[src/rtl/clock_display_scan.sv]
// Six-digit multiplexed 7-segment scanner for an HH:MM:SS clock.
// Digits are frozen once per frame so a frame never mixes old and new time values.
module clock_display_scan #(
  parameter int unsigned SCAN_DIV     = 50000,
  parameter int unsigned BLINK_FRAMES = 64
) (
  input  logic       clk,
  input  logic       reset,
  input  logic [1:0] H_out1,
  input  logic [3:0] H_out0,
  input  logic [2:0] M_out1,
  input  logic [3:0] M_out0,
  input  logic [2:0] S_out1,
  input  logic [3:0] S_out0,
  input  logic       Alarm,
  input  logic       disp_en,
  input  logic       lz_blank,
  output logic [5:0] an,
  output logic [6:0] seg,
  output logic       dp
);

  localparam int unsigned PRESC_W = (SCAN_DIV > 1) ? $clog2(SCAN_DIV) : 1;
  localparam int unsigned FRAME_W = (BLINK_FRAMES > 1) ? $clog2(BLINK_FRAMES) : 1;
  localparam int unsigned IDX_W   = 3;

  localparam logic [PRESC_W-1:0] PRESC_LAST = PRESC_W'(SCAN_DIV - 1);
  localparam logic [FRAME_W-1:0] FRAME_LAST = FRAME_W'(BLINK_FRAMES - 1);
  localparam logic [IDX_W-1:0]   IDX_LAST   = IDX_W'(5);
  localparam logic [5:0]         AN_OFF     = 6'b111111;
  localparam logic [6:0]         SEG_OFF    = 7'h7F;
  localparam logic [6:0]         SEG_DASH   = 7'b0111111;

  logic [PRESC_W-1:0] presc_q, presc_d;
  logic [IDX_W-1:0]   idx_q, idx_d;
  logic [FRAME_W-1:0] frame_q, frame_d;
  logic               blink_q, blink_d;

  logic [1:0] snap_h1_q, snap_h1_d;
  logic [3:0] snap_h0_q, snap_h0_d;
  logic [2:0] snap_m1_q, snap_m1_d;
  logic [3:0] snap_m0_q, snap_m0_d;
  logic [2:0] snap_s1_q, snap_s1_d;
  logic [3:0] snap_s0_q, snap_s0_d;
  logic       snap_alarm_q, snap_alarm_d;

  logic [5:0] an_q, an_d;
  logic [6:0] seg_q, seg_d;
  logic       dp_q, dp_d;

  logic       tick_c, wrap_c, upd_c;
  logic [3:0] digit_c;
  logic [5:0] slot_an_c;

  // Active-low {g,f,e,d,c,b,a}; non-decimal values show a dash.
  function automatic logic [6:0] seg_decode(input logic [3:0] v);
    case (v)
      4'd0:    seg_decode = 7'b1000000;
      4'd1:    seg_decode = 7'b1111001;
      4'd2:    seg_decode = 7'b0100100;
      4'd3:    seg_decode = 7'b0110000;
      4'd4:    seg_decode = 7'b0011001;
      4'd5:    seg_decode = 7'b0010010;
      4'd6:    seg_decode = 7'b0000010;
      4'd7:    seg_decode = 7'b1111000;
      4'd8:    seg_decode = 7'b0000000;
      4'd9:    seg_decode = 7'b0010000;
      default: seg_decode = SEG_DASH;
    endcase
  endfunction

  // State register
  always_ff @(posedge clk or negedge reset) begin
    if (!reset) begin
      presc_q      <= '0;
      idx_q        <= '0;
      frame_q      <= '0;
      blink_q      <= 1'b1;
      snap_h1_q    <= '0;
      snap_h0_q    <= '0;
      snap_m1_q    <= '0;
      snap_m0_q    <= '0;
      snap_s1_q    <= '0;
      snap_s0_q    <= '0;
      snap_alarm_q <= 1'b0;
      an_q         <= AN_OFF;
      seg_q        <= SEG_OFF;
      dp_q         <= 1'b1;
    end else begin
      presc_q      <= presc_d;
      idx_q        <= idx_d;
      frame_q      <= frame_d;
      blink_q      <= blink_d;
      snap_h1_q    <= snap_h1_d;
      snap_h0_q    <= snap_h0_d;
      snap_m1_q    <= snap_m1_d;
      snap_m0_q    <= snap_m0_d;
      snap_s1_q    <= snap_s1_d;
      snap_s0_q    <= snap_s0_d;
      snap_alarm_q <= snap_alarm_d;
      an_q         <= an_d;
      seg_q        <= seg_d;
      dp_q         <= dp_d;
    end
  end

  // Scan timing, frame snapshot and blink phase
  always_comb begin
    tick_c       = (presc_q == PRESC_LAST);
    wrap_c       = tick_c && (idx_q == IDX_LAST);
    presc_d      = tick_c ? '0 : presc_q + PRESC_W'(1);
    idx_d        = idx_q;
    frame_d      = frame_q;
    blink_d      = blink_q;
    snap_h1_d    = snap_h1_q;
    snap_h0_d    = snap_h0_q;
    snap_m1_d    = snap_m1_q;
    snap_m0_d    = snap_m0_q;
    snap_s1_d    = snap_s1_q;
    snap_s0_d    = snap_s0_q;
    snap_alarm_d = snap_alarm_q;

    if (tick_c) begin
      idx_d = wrap_c ? '0 : idx_q + IDX_W'(1);
    end

    if (wrap_c) begin
      snap_h1_d    = H_out1;
      snap_h0_d    = H_out0;
      snap_m1_d    = M_out1;
      snap_m0_d    = M_out0;
      snap_s1_d    = S_out1;
      snap_s0_d    = S_out0;
      snap_alarm_d = Alarm;
      if (frame_q == FRAME_LAST) begin
        frame_d = '0;
        blink_d = ~blink_q;
      end else begin
        frame_d = frame_q + FRAME_W'(1);
      end
    end
  end

  // Output update: one cycle after the index moves; disable darkens immediately
  always_comb begin
    an_d      = an_q;
    seg_d     = seg_q;
    dp_d      = dp_q;
    upd_c     = (presc_q == PRESC_W'(0));
    slot_an_c = ~(6'(1) << idx_q);

    case (idx_q)
      IDX_W'(0): digit_c = snap_s0_q;
      IDX_W'(1): digit_c = {1'b0, snap_s1_q};
      IDX_W'(2): digit_c = snap_m0_q;
      IDX_W'(3): digit_c = {1'b0, snap_m1_q};
      IDX_W'(4): digit_c = snap_h0_q;
      default:   digit_c = {2'b00, snap_h1_q};
    endcase

    if (!disp_en) begin
      an_d  = AN_OFF;
      seg_d = SEG_OFF;
      dp_d  = 1'b1;
    end else if (upd_c) begin
      an_d  = slot_an_c;
      seg_d = seg_decode(digit_c);
      dp_d  = ~(((idx_q == IDX_W'(2)) || (idx_q == IDX_W'(4))) && snap_s0_q[0]);
      if ((idx_q == IDX_LAST) && lz_blank && (snap_h1_q == 2'd0)) begin
        an_d  = AN_OFF;
        seg_d = SEG_OFF;
      end
      if (snap_alarm_q && !blink_q) begin
        an_d = AN_OFF;
      end
    end
  end

  assign an  = an_q;
  assign seg = seg_q;
  assign dp  = dp_q;

endmodule

[config.mk]
export PLATFORM = sky130hd
export DESIGN_NAME = clock_display_scan
export DESIGN_NICKNAME = d
export VERILOG_FILES = /design/src/rtl/clock_display_scan.sv
export SDC_FILE = /design/constraint.sdc
export NUM_CORES = 1
export LEC_CHECK = 0
export CORE_ASPECT_RATIO = 1.2
export CORE_UTILIZATION = 40
export CTS_CLUSTER_DIAMETER = 60
export DETAILED_ROUTE_END_ITERATION = 16
export DONT_BUFFER_PORTS = 1
export SLEW_MARGIN = 20
export SYNTH_ARGS = -nofsm -noshare
export SYNTH_HDL_FRONTEND = slang
export SYNTH_SLANG_ARGS = --single-unit
[constraint.sdc]
create_clock -name clk -period 3.7 [get_ports clk]
set_input_delay 0.185 -clock clk [delete_from_list [all_inputs] [get_ports clk]]
set_output_delay 0.185 -clock clk [all_outputs]
set_load 0.02 [all_outputs]
==> flow_summary.json <==
{
  "portBuffers": 0,
  "setup_violations": 0,
  "cts_setup_buffers": 0,
  "hold_path.class": "primary input to flop",
  "grt_overflow": 0,
  "first_iter_violations": 132,
  "synth_edf_count": 0,
  "syn_inst": 275,
  "finalNetCount": 342,
  "synth_common_cells": "46 x dfrtp_1, 28 x nor2_1, 22 x mux2_2, 19 x nand2_1",
  "vias": 2205,
  "diodes": 0,
  "dr.pass1.iters": 4,
  "status": "finished, final reports clean",
  "p_per_area_mw_per_mm2": 344,
  "synth_area_leaders": "dfrtp_1 38%, dfstp_2 13%, mux2_2 8.1%",
  "core_area_mm2": 0.00732,
  "crit_chain": "inv_1, ha_1, a32oi_1, o211ai_1, mux2i_1, inv_1, ha_1, o32a_1, o31a_1",
  "setup.worst_path.start": "idx_q[2]$_DFFE_PN0N_",
  "ys_ff_latch": 61,
  "synth_cell_types": 51,
  "setup_tns_ns": 0,
  "h-tree-depth": 3,
  "clk_pin_slew_ns": 0.06,
  "yosysMostFrequentCell": "dfrtp_1",
  "synthesis.area_mm2": 0.00304,
  "row_count": 34,
  "fin_crit_sh_pct": 76.0,
  "finalInstanceArea_mm2": 0.00357,
  "grt_max_degree": 62,
  "rsz0062_at_grt": "false",
  "gp_congestion": 0.821,
  "grt_pass1_wl_mm": 11.0,
  "fmax_ghz": 0.356,
  "synth_warnings": 0,
  "critPathMaxFanout": 16,
  "syn_area_per_cell_um2": 11.1,
  "slowest_delay_ns": 0.60,
  "clock_sinks": 61,
  "critPathKind": "flop to flop",
  "cts_buffers": 9,
  "synth_ff_type": "dfrtp_1",
  "drive_above_1_share_pct": 20.3,
  "utilization_pct": 48.8,
  "drt-total-wl_mm": 6.44,
  "synthesis.nets": 311,
  "critPathCaptureType": "flop",
  "async_flop_share_pct": 100,
  "drv_slew": 0,
  "grt_antenna_before_repair": 0,
  "fin_crit_ns": 2.81,
  "cp_slowest_cell": "dfrtp_1",
  "placed_area_mm2": 0.00314,
  "grt_pass1_vias": 2336,
  "seq_area_frac_synth_pct": 50.8,
  "die_x_um": 81.6,
  "leakage_nw": 1.58,
  "cts-hold-fix-buffers": 24,
  "arrival_ns": 3.07,
  "ir_worst_vdd_v": 0.000198,
  "reg2reg_from": "idx_q[2]$_DFFE_PN0N_",
  "clock_skew_ns": 0.00986,
  "tightest_slew_ns": 0.701,
  "relSlewSlack_pct": 52.8,
  "hp-start": "lz_blank",
  "cts_root_buffer": "clkbuf_8",
  "die_area_mm2": 0.00796,
  "cts_resized": 0,
  "seq_area_mm2": 0.00155,
  "critPathRequiredTime_ns": 3.96,
  "final_hold_viol_count": 0,
  "start_util_pct": 41.6,
  "antenna_left": 0,
  "drv_cap": 0,
  "cts_tree": "yes",
  "dieHeight_um": 97.6,
  "clk-insertion-delay-late_ns": 0.34,
  "avgRoutedWirePerCell_um": 16.1,
  "synth_top_area_share_pct": 37.8,
  "multiInputGateArea_mm2": 0.00140,
  "viasPerCell": 5.51,
  "grt_use_total_pct": 18.3,
  "yosysTopAreaCell": "dfrtp_1",
  "fillers": 678,
  "pin_count": 39,
  "startpoint_type": "flop",
  "drcViolationCount": 0,
  "dp_hpwl_mm": 4.51,
  "cts_buffer_depth": 2,
  "syn_to_final_growth_pct": 17.2
}
logic make-up (layout without fill, tap and decap cells):
| group | Yosys count | count (layout) | share of synthesized area [%] |
|---|---|---|---|
| flip-flops | 61 | 61 | 50.8 |
| AO/OA/AOI/OAI | 48 | 48 | 11.6 |
| buffers and inverters | 19 | 54 | 3.16 |
| multiplexers | 24 | 24 | 8.80 |
| adder cells (fa/ha/maj) | 11 | 11 | 4.52 |
| XOR/XNOR | 17 | 17 | 4.89 |
| AND/OR/NAND/NOR | 95 | 95 | 16.3 |
worst paths after layout:
path / end / slack [ns] / cells after the start
max: seg[5]$_DFFE_PN1P_ / 0.89 / 9
max in group asynchronous: blink_q$_DFFE_PN1P_ / 3.01 / 2
max reg2reg: seg[5]$_DFFE_PN1P_ / 0.89 / 9
min: seg[5]$_DFFE_PN1P_ / 0.21 / 3
min reg2reg: presc_q[7]$_DFF_PN0_ / 0.49 / 1
min in group asynchronous: snap_h0_q[3]$_DFFE_PN0P_ / 0.38 / 2
cell type report:
cell class | count | share of cell area, %
sequential | 61 | 43.3
clock buffer | 13 | 4.45
tap | 90 | 3.16
timing repair buffer | 27 | 8.21
multi-input combinational | 195 | 39.3
inverter | 12 | 1.26
clock inverter | 2 | 0.281
report_power, final:
part | internal [mW] | switching [mW]
registers | 0.668 | 0.00000000000000101
clock network | 0.274 | 0.245
logic | 0.0215 | 0.0195
total | 0.964 | 0.265
registers in the layout, summed over array words and instances (netlist names):
name          flops
an                6
blink_q           1
dp                1
frame_q           6
idx_q             3
presc_q          16
seg               7
snap_alarm_q      1
snap_h0_q         4
snap_h1_q         2
snap_m0_q         4
snap_m1_q         3
snap_s0_q         4
snap_s1_q         3
worst max-delay path, delay by kind of cell, from the launching register on:
kind / cells / cell delay (ns)
AO/OA/AOI/OAI: 4 / 0.78
flip-flops: 1 / 0.60
adder cells (fa/ha/maj): 2 / 0.58
multiplexers: 1 / 0.40
buffers and inverters: 2 / 0.38
layer usage:
| metal | wire length, um | share of wire, % | track usage (%) | up-vias |
|---|---|---|---|---|
| li1 | - | - | - | 1043 |
| met1 | 2860 | 44 | 23.5 | 1095 |
| met2 | 3090 | 48 | 27.7 | 52 |
| met3 | 340 | 5.3 | 4.51 | 15 |
| met4 | 153 | 2.4 | 9.85 | 0 |
| met5 | 0 | 0 | 0 | - |
placed cells by master (no fill, tap or decap), types with 12 or more instances in the layout:
cell / instances
nand3_1: 15
dfrtp_1: 46
dfstp_2: 15
nor2_1: 28
mux2_2: 22
nand2_1: 19
dlygate4sd3_1: 23
inv_1: 12
per-stage QoR:
step | instances | setup WS (ns) | hold WS (ns) | total power, mW
4_1_cts | 400 | 0.928 | 0.185 | 1.25
6_report | 400 | 0.888 | 0.208 | 1.23
3_3_place_gp | 361 | 1.01 | -0.109 | 0.685
5_1_grt | 400 | 0.677 | 0.231 | 1.28
3_5_place_dp | 361 | 0.941 | -0.109 | 0.685
2_1_floorplan | 275 | 1.11 | -0.111 | 0.684
No activity file was read; power rests on OpenSTA's default activity.
